`src/rtl/io_bus_arbiter_if.sv`:
```
// Requester-side and device-side signal bundle of the peripheral I/O bus arbiter.
// master = requesters and device (environment), slave = the arbiter itself.
interface io_bus_arbiter_if #(
    parameter int DW = 16,
    parameter int AW = 16
);
    logic [1:0]      req;
    logic [1:0]      write;
    logic [3:0]      kind;
    logic [2*AW-1:0] addr;
    logic [2*DW-1:0] wdata;
    logic [1:0]      ack;
    logic [1:0]      err;
    logic [2*DW-1:0] rdata;
    logic            dev_req;
    logic            dev_write;
    logic [1:0]      dev_kind;
    logic [AW-1:0]   dev_addr;
    logic [DW-1:0]   dev_wdata;
    logic            dev_ack;
    logic [DW-1:0]   dev_rdata;

    modport master (
        output req, write, kind, addr, wdata, dev_ack, dev_rdata,
        input  ack, err, rdata, dev_req, dev_write, dev_kind, dev_addr, dev_wdata
    );

    modport slave (
        input  req, write, kind, addr, wdata, dev_ack, dev_rdata,
        output ack, err, rdata, dev_req, dev_write, dev_kind, dev_addr, dev_wdata
    );
endinterface

```
`src/rtl/io_bus_arbiter.sv`:
```
// Two-requester round-robin arbiter for the peripheral I/O bus with four-phase
// handshakes on both sides and a device-response timeout.
module io_bus_arbiter #(
    parameter int DW      = 16,
    parameter int AW      = 16,
    parameter int TIMEOUT = 255
) (
    input  logic               clock,
    input  logic               reset,
    io_bus_arbiter_if.slave    bus
);
    localparam int TW = (TIMEOUT > 0) ? $clog2(TIMEOUT + 1) : 1;
    localparam logic [TW-1:0] TIMER_LAST = (TIMEOUT > 0) ? TW'(TIMEOUT - 1) : '0;

    typedef enum logic [1:0] {IDLE, BUSY, DONE} state_t;

    state_t                state_q, state_d;
    logic                  owner_q, owner_d;
    logic                  last_q, last_d;
    logic [1:0]            ack_q, ack_d;
    logic [1:0]            err_q, err_d;
    logic [1:0][DW-1:0]    rdata_q, rdata_d;
    logic                  dev_req_q, dev_req_d;
    logic                  dev_write_q, dev_write_d;
    logic [1:0]            dev_kind_q, dev_kind_d;
    logic [AW-1:0]         dev_addr_q, dev_addr_d;
    logic [DW-1:0]         dev_wdata_q, dev_wdata_d;
    logic [TW-1:0]         timer_q, timer_d;

    logic [1:0][1:0]       kind_v;
    logic [1:0][AW-1:0]    addr_v;
    logic [1:0][DW-1:0]    wdata_v;
    logic                  winner;

    for (genvar gi = 0; gi < 2; gi++) begin : g_req
        assign kind_v[gi]  = bus.kind[2*gi +: 2];
        assign addr_v[gi]  = bus.addr[gi*AW +: AW];
        assign wdata_v[gi] = bus.wdata[gi*DW +: DW];
    end

    // The requester that did not win last time has priority when it asks.
    assign winner = bus.req[~last_q] ? ~last_q : last_q;

    always_comb begin
        state_d     = state_q;
        owner_d     = owner_q;
        last_d      = last_q;
        ack_d       = ack_q;
        err_d       = err_q;
        rdata_d     = rdata_q;
        dev_req_d   = dev_req_q;
        dev_write_d = dev_write_q;
        dev_kind_d  = dev_kind_q;
        dev_addr_d  = dev_addr_q;
        dev_wdata_d = dev_wdata_q;
        timer_d     = timer_q;
        case (state_q)
            IDLE: begin
                if (|bus.req) begin
                    owner_d     = winner;
                    last_d      = winner;
                    dev_write_d = bus.write[winner];
                    dev_kind_d  = kind_v[winner];
                    dev_addr_d  = addr_v[winner];
                    dev_wdata_d = wdata_v[winner];
                    dev_req_d   = 1'b1;
                    timer_d     = '0;
                    state_d     = BUSY;
                end
            end
            BUSY: begin
                timer_d = timer_q + TW'(1);
                if (bus.dev_ack) begin
                    dev_req_d      = 1'b0;
                    ack_d[owner_q] = 1'b1;
                    if (!dev_write_q) rdata_d[owner_q] = bus.dev_rdata;
                    state_d = DONE;
                end else if ((TIMEOUT != 0) && (timer_q == TIMER_LAST)) begin
                    dev_req_d      = 1'b0;
                    ack_d[owner_q] = 1'b1;
                    err_d[owner_q] = 1'b1;
                    if (!dev_write_q) rdata_d[owner_q] = '1;
                    state_d = DONE;
                end
            end
            DONE: begin
                // Waiting for dev_ack low as well swallows a late ack after a timeout.
                if (!bus.req[owner_q] && !bus.dev_ack) begin
                    ack_d[owner_q] = 1'b0;
                    err_d[owner_q] = 1'b0;
                    state_d        = IDLE;
                end
            end
            default: state_d = IDLE;
        endcase
    end

    always_ff @(posedge clock or negedge reset) begin
        if (!reset) begin
            state_q     <= IDLE;
            owner_q     <= 1'b0;
            last_q      <= 1'b1;
            ack_q       <= '0;
            err_q       <= '0;
            rdata_q     <= '0;
            dev_req_q   <= 1'b0;
            dev_write_q <= 1'b0;
            dev_kind_q  <= '0;
            dev_addr_q  <= '0;
            dev_wdata_q <= '0;
            timer_q     <= '0;
        end else begin
            state_q     <= state_d;
            owner_q     <= owner_d;
            last_q      <= last_d;
            ack_q       <= ack_d;
            err_q       <= err_d;
            rdata_q     <= rdata_d;
            dev_req_q   <= dev_req_d;
            dev_write_q <= dev_write_d;
            dev_kind_q  <= dev_kind_d;
            dev_addr_q  <= dev_addr_d;
            dev_wdata_q <= dev_wdata_d;
            timer_q     <= timer_d;
        end
    end

    assign bus.ack       = ack_q;
    assign bus.err       = err_q;
    assign bus.rdata     = rdata_q;
    assign bus.dev_req   = dev_req_q;
    assign bus.dev_write = dev_write_q;
    assign bus.dev_kind  = dev_kind_q;
    assign bus.dev_addr  = dev_addr_q;
    assign bus.dev_wdata = dev_wdata_q;
endmodule

```
`src/flat_wrapper.sv`:
```
// flat-port wrapper written by rule: the top's interface ports become plain ports
module io_bus_arbiter_flat 
#(
    parameter int DW      = 16,
    parameter int AW      = 16,
    parameter int TIMEOUT = 255
)
  (clock, reset, bus_req, bus_write, bus_kind, bus_addr, bus_wdata, bus_dev_ack, bus_dev_rdata, bus_ack, bus_err, bus_rdata, bus_dev_req, bus_dev_write, bus_dev_kind, bus_dev_addr, bus_dev_wdata);
  io_bus_arbiter_if #(.DW(DW), .AW(AW)) bus_i ();
  input  logic clock;
  input  logic reset;
  input wire logic [$bits(bus_i.req)-1:0] bus_req;
  input wire logic [$bits(bus_i.write)-1:0] bus_write;
  input wire logic [$bits(bus_i.kind)-1:0] bus_kind;
  input wire logic [$bits(bus_i.addr)-1:0] bus_addr;
  input wire logic [$bits(bus_i.wdata)-1:0] bus_wdata;
  input wire logic [$bits(bus_i.dev_ack)-1:0] bus_dev_ack;
  input wire logic [$bits(bus_i.dev_rdata)-1:0] bus_dev_rdata;
  output wire logic [$bits(bus_i.ack)-1:0] bus_ack;
  output wire logic [$bits(bus_i.err)-1:0] bus_err;
  output wire logic [$bits(bus_i.rdata)-1:0] bus_rdata;
  output wire logic [$bits(bus_i.dev_req)-1:0] bus_dev_req;
  output wire logic [$bits(bus_i.dev_write)-1:0] bus_dev_write;
  output wire logic [$bits(bus_i.dev_kind)-1:0] bus_dev_kind;
  output wire logic [$bits(bus_i.dev_addr)-1:0] bus_dev_addr;
  output wire logic [$bits(bus_i.dev_wdata)-1:0] bus_dev_wdata;
  assign bus_i.req = bus_req;
  assign bus_i.write = bus_write;
  assign bus_i.kind = bus_kind;
  assign bus_i.addr = bus_addr;
  assign bus_i.wdata = bus_wdata;
  assign bus_i.dev_ack = bus_dev_ack;
  assign bus_i.dev_rdata = bus_dev_rdata;
  assign bus_ack = bus_i.ack;
  assign bus_err = bus_i.err;
  assign bus_rdata = bus_i.rdata;
  assign bus_dev_req = bus_i.dev_req;
  assign bus_dev_write = bus_i.dev_write;
  assign bus_dev_kind = bus_i.dev_kind;
  assign bus_dev_addr = bus_i.dev_addr;
  assign bus_dev_wdata = bus_i.dev_wdata;
  io_bus_arbiter #(.DW(DW), .AW(AW), .TIMEOUT(TIMEOUT)) u_core (.clock(clock), .reset(reset), .bus(bus_i));
endmodule
```
`config.mk`:
```
export PLATFORM = sky130hd
export DESIGN_NAME = io_bus_arbiter_flat
export DESIGN_NICKNAME = d
export VERILOG_FILES = /design/src/rtl/io_bus_arbiter_if.sv /design/src/rtl/io_bus_arbiter.sv /design/src/flat_wrapper.sv
export SDC_FILE = /design/constraint.sdc
export NUM_CORES = 1
export LEC_CHECK = 0
export CORE_MARGIN = 1.5
export CORE_UTILIZATION = 38
export CTS_CLUSTER_SIZE = 40
export DETAILED_ROUTE_END_ITERATION = 10
export PLACE_DENSITY = 0.8
export REMOVE_ABC_BUFFERS = 1
export SLEW_MARGIN = 10
export SYNTH_ARGS = -nofsm -noshare
export SYNTH_HDL_FRONTEND = slang
export SYNTH_SLANG_ARGS = --single-unit
```
`constraint.sdc`:
```
create_clock -name clock -period 1.55 [get_ports clock]
set_clock_uncertainty 0.15 [all_clocks]
set_input_delay 0.465 -clock clock [delete_from_list [all_inputs] [get_ports clock]]
set_output_delay 0.465 -clock clock [all_outputs]
set_load 0.01 [all_outputs]
```
==> results_dict.tcl <==
set metrics [dict create \
    status "complete, but fails checks" \
    failed_checks "negative setup slack" \
    core_region_area_mm2 0.00928 \
    gp_routability_congestion 0.782 \
    crit_path_start "u_core.last_q" \
    top_family_by_delay_on_critical_path "flip-flops" \
    post-place-cells 612 \
    element_type_at_the_critical_path_end "register" \
    total_leakage_power_nw 2.75 \
    yosys_warnings 0 \
    tritoncts "done" \
    synth.top_cells.by_count "sky130_fd_sc_hd__dfrtp_1, sky130_fd_sc_hd__nand2_1, sky130_fd_sc_hd__mux2i_1" \
    ant_nets 0 \
    finalCriticalPeriod_ps 1610 \
    grt_pass1_vias 3451 \
    antenna_violations_before_repair 0 \
    finalMaxSlewViolations 0 \
    worstPathArrival_ps 1690 \
    avgSynthCellArea_um2 11.5 \
    share_seq_of_total_power 0.342 \
    max_stage_delay_ps 560 \
    final.hold.worst_slack_ps 335 \
    pin_count_of_the_biggest_net_entering_global_routing 73 \
    postLayoutCoreUtil 0.651 \
    critPathCapture "u_core.bus.dev_write" \
    globalRouteOverflowTotal 0 \
    cp.buffers_inverters 2 \
    clockRootBuffer "sky130_fd_sc_hd__clkbuf_8" \
    ys.flop_type "sky130_fd_sc_hd__dfrtp_1" \
    syn_area_mm2 0.00365 \
    pre_cts_slack_ps -544 \
    synth_edf_count 0 \
    grt_pass1_wl_um 16800 \
    chipWidth_um 101 \
    antenna-diode-count 0 \
    cts-htree-levels 3 \
    timing.final.crit_share 1.04 \
    floorplan.die_area_mm2 0.0102 \
    worstPathCellList "nand2_2 -> o21ai_4 -> buf_8 -> buf_12 -> mux2i_2 -> o21ai_1" \
    stdcell_count 670 \
    cp.required_ps 1630 \
    max-vdd-ir-drop_mv 0.711 \
    synthCells 317 \
    synthTopCellsByArea "sky130_fd_sc_hd__dfrtp_1, sky130_fd_sc_hd__mux2i_1, sky130_fd_sc_hd__o22a_1, sky130_fd_sc_hd__nand2_1, sky130_fd_sc_hd__o21ai_0" \
    cts-root-to-sink-buffers 2 \
    worst_r2r_endpoint "u_core.bus.dev_write" \
    rr_worst_depth 6 \
    drt_first_iter_violations 85 \
    drc 0 \
    numCtsBuffers 9 \
    rows 35 \
    initial_utilization 0.393 \
    totalWireLength_um 10700 \
    tightest_slew_ps 288 \
    yosysUniqueCellTypes 36 \
    design_power_total_mw 11.1 \
    final_setup_fails 38 \
    cp_num_cells 6 \
    chipHeight_um 101 \
    clock_share_of_power 0.146 \
    gr-usage-all-layers 0.216 \
    worst_hold_path_type "register to register" \
    unrepaired_setup_endpoints_after_global_routing "yes" \
    final-hold-violation-count 0 \
    power.net_switching_mw 4.10 \
    worst-setup-path-type "register to register" \
    synth_top_area_frac 0.569 \
    power.density_mw_per_mm2 1840 \
    drive_above_1_share 0.336 \
    synth_area_leader_cell "sky130_fd_sc_hd__dfrtp_1" \
    num-nets-final 629 \
    synth_sequential_area_ratio 0.576 \
    number_of_top_level_design_ports 163 \
    comb_power_share 0.512 \
    startpoint_class_of_the_critical_path "register" \
    critical-path-slowest-cell "sky130_fd_sc_hd__dfstp_2" \
    wire_per_inst_um 16.0 \
    reg2reg_from "u_core.last_q" \
    finalWorstSetupSlack_ps -57.5 \
    most_common_cell_in_the_netlist "sky130_fd_sc_hd__dfrtp_1" \
    post_synth_arst_share 1.00 \
    p_int_mw 7.02 \
    cap_viol_max_count 0 \
    slew-limit-headroom 0.808 \
    power.share.switching 0.369 \
    area_growth_pct 65.7 \
    route.detailed.vias_per_inst 4.93 \
    detailroute.via_count 3302 \
    numPortBuffers 162 \
    hpwl_um 6930 \
    clk_pin_slew_ps 90 \
    synth_seq_cells 84 \
    clk-insertion-delay-late_ps 350 \
    critPathMaxFanout 5 \
    clock_sink_count 84 \
    drt_pre_antenna_iters 4 \
    fmax_mhz 622 \
    ff2ff_setup_slack_ps -60 \
]
==> what timing repair did <==
item,4_1_cts,5_1_grt
gates cloned,7,2
hold endpoints to repair,83,0
endpoints found under the setup margin,148,91
resized for setup,318,24
pin swaps,17,28
setup buffers,26,7
hold buffers,1,0
==> how the worst min path moves through the flow <==
| stage | startpoint | endpoint | slack [ps] | cells past startpoint |
|---|---|---|---|---|
| after global routing | u_core.bus.dev_wdata[6] | u_core.bus.dev_wdata[6] | 350 | 2 |
| final | u_core.bus.dev_addr[7] | u_core.bus.dev_addr[7] | 340 | 2 |
| after floorplan | reset | asynchronous set/reset pin | 20 | 0 |
| after global placement | u_core.bus.dev_wdata[6] | u_core.bus.dev_wdata[6] | 310 | 2 |
| after CTS | u_core.bus.dev_wdata[2] | u_core.bus.dev_wdata[2] | 340 | 2 |
| after detailed placement | reset | u_core.bus.dev_wdata[11] | 320 | 2 |
==> cells in the final DEF (no fill, tap or decap), drive strengths merged <==
cell,Yosys,layout
buf,14,136
clkdlybuf4s50,0,87
dfrtp,83,83
nand2,50,50
o21ai,47,47
mux2i,39,39
o22a,32,32
clkbuf,7,11
inv,3,6
a21oi,5,5
nor2,5,5
a31oi,4,4
nand3,4,4
and3,2,3
clkinvlp,0,3
nand4,3,3
nand2b,3,3
o21a,2,2
o31ai,2,2
dlygate4sd2,0,2
nor3,2,2
ha,2,2
o21bai,1,1
and2b,1,1
or2,1,1
or2b,1,1
o22ai,1,1
and2,1,1
nor2b,1,1
bufinv,0,1
dlygate4sd3,0,1
dfstp,1,1
==> metal layers <==
metal  global-route usage  share of wire  vias up
li1                     -              -     1574
met1                0.243           0.38     1578
met2                0.397           0.54      136
met3               0.0569          0.069       14
met4               0.0705          0.014        0
met5                    0              0        -
==> kinds of logic after synthesis <==
group | Yosys count | synth area share
flip-flops | 84 | 0.576
multiplexers | 39 | 0.107
buffers and inverters | 24 | 0.0436
AO/OA/AOI/OAI | 94 | 0.169
AND/OR/NAND/NOR | 74 | 0.0971
adder cells (fa/ha/maj) | 2 | 0.00686
==> power groups by stage <==
stage / Combinational [mW] / Sequential (mW) / Clock (mW)
2_1_floorplan: 1.82 / 4.23 / 0
3_3_place_gp: 5.07 / 3.78 / 0
3_5_place_dp: 5.19 / 3.83 / 0
4_1_cts: 5.33 / 3.77 / 1.67
5_1_grt: 6.18 / 3.93 / 1.76
6_report: 5.69 / 3.80 / 1.62
==> flip-flops by register name, summed over array words and instances, names as in the netlist, named ones only <==
name,flops
u_core.bus.dev_addr,16
u_core.bus.dev_kind,2
u_core.bus.dev_wdata,16
u_core.last_q,1
u_core.owner_q,1
u_core.bus.rdata,32
u_core.bus.dev_req,1
u_core.bus.dev_write,1
u_core.state_q,2
u_core.timer_q,8
==> area by class of cell <==
type                            instances  area (um2)
Clock inverter                          7        81.3
Multi-Input combinational cell        210        1500
Timing Repair Buffer                  228        2060
Tap cell                              129         161
Fill cell                             766        3240
Clock buffer                            9         124
Sequential cell                        84        2110
Inverter                                3        11.3
==> worst min-delay path, cell delays in order (launching register included) <==
cell                      delay (ps)
sky130_fd_sc_hd__dfrtp_1         350
sky130_fd_sc_hd__nand2_1          50
sky130_fd_sc_hd__o21ai_0          60
==> through the flow <==
stage | TNS [ps] | cell area, um2
after CTS | -1190 | 5860
after detailed placement | -32900 | 5580
after global routing | -5160 | 6050
final | -957 | 6050
after global placement | -30030 | 5580
after floorplan | -81280 | 3500
No activity file was read; power rests on OpenSTA's default activity.
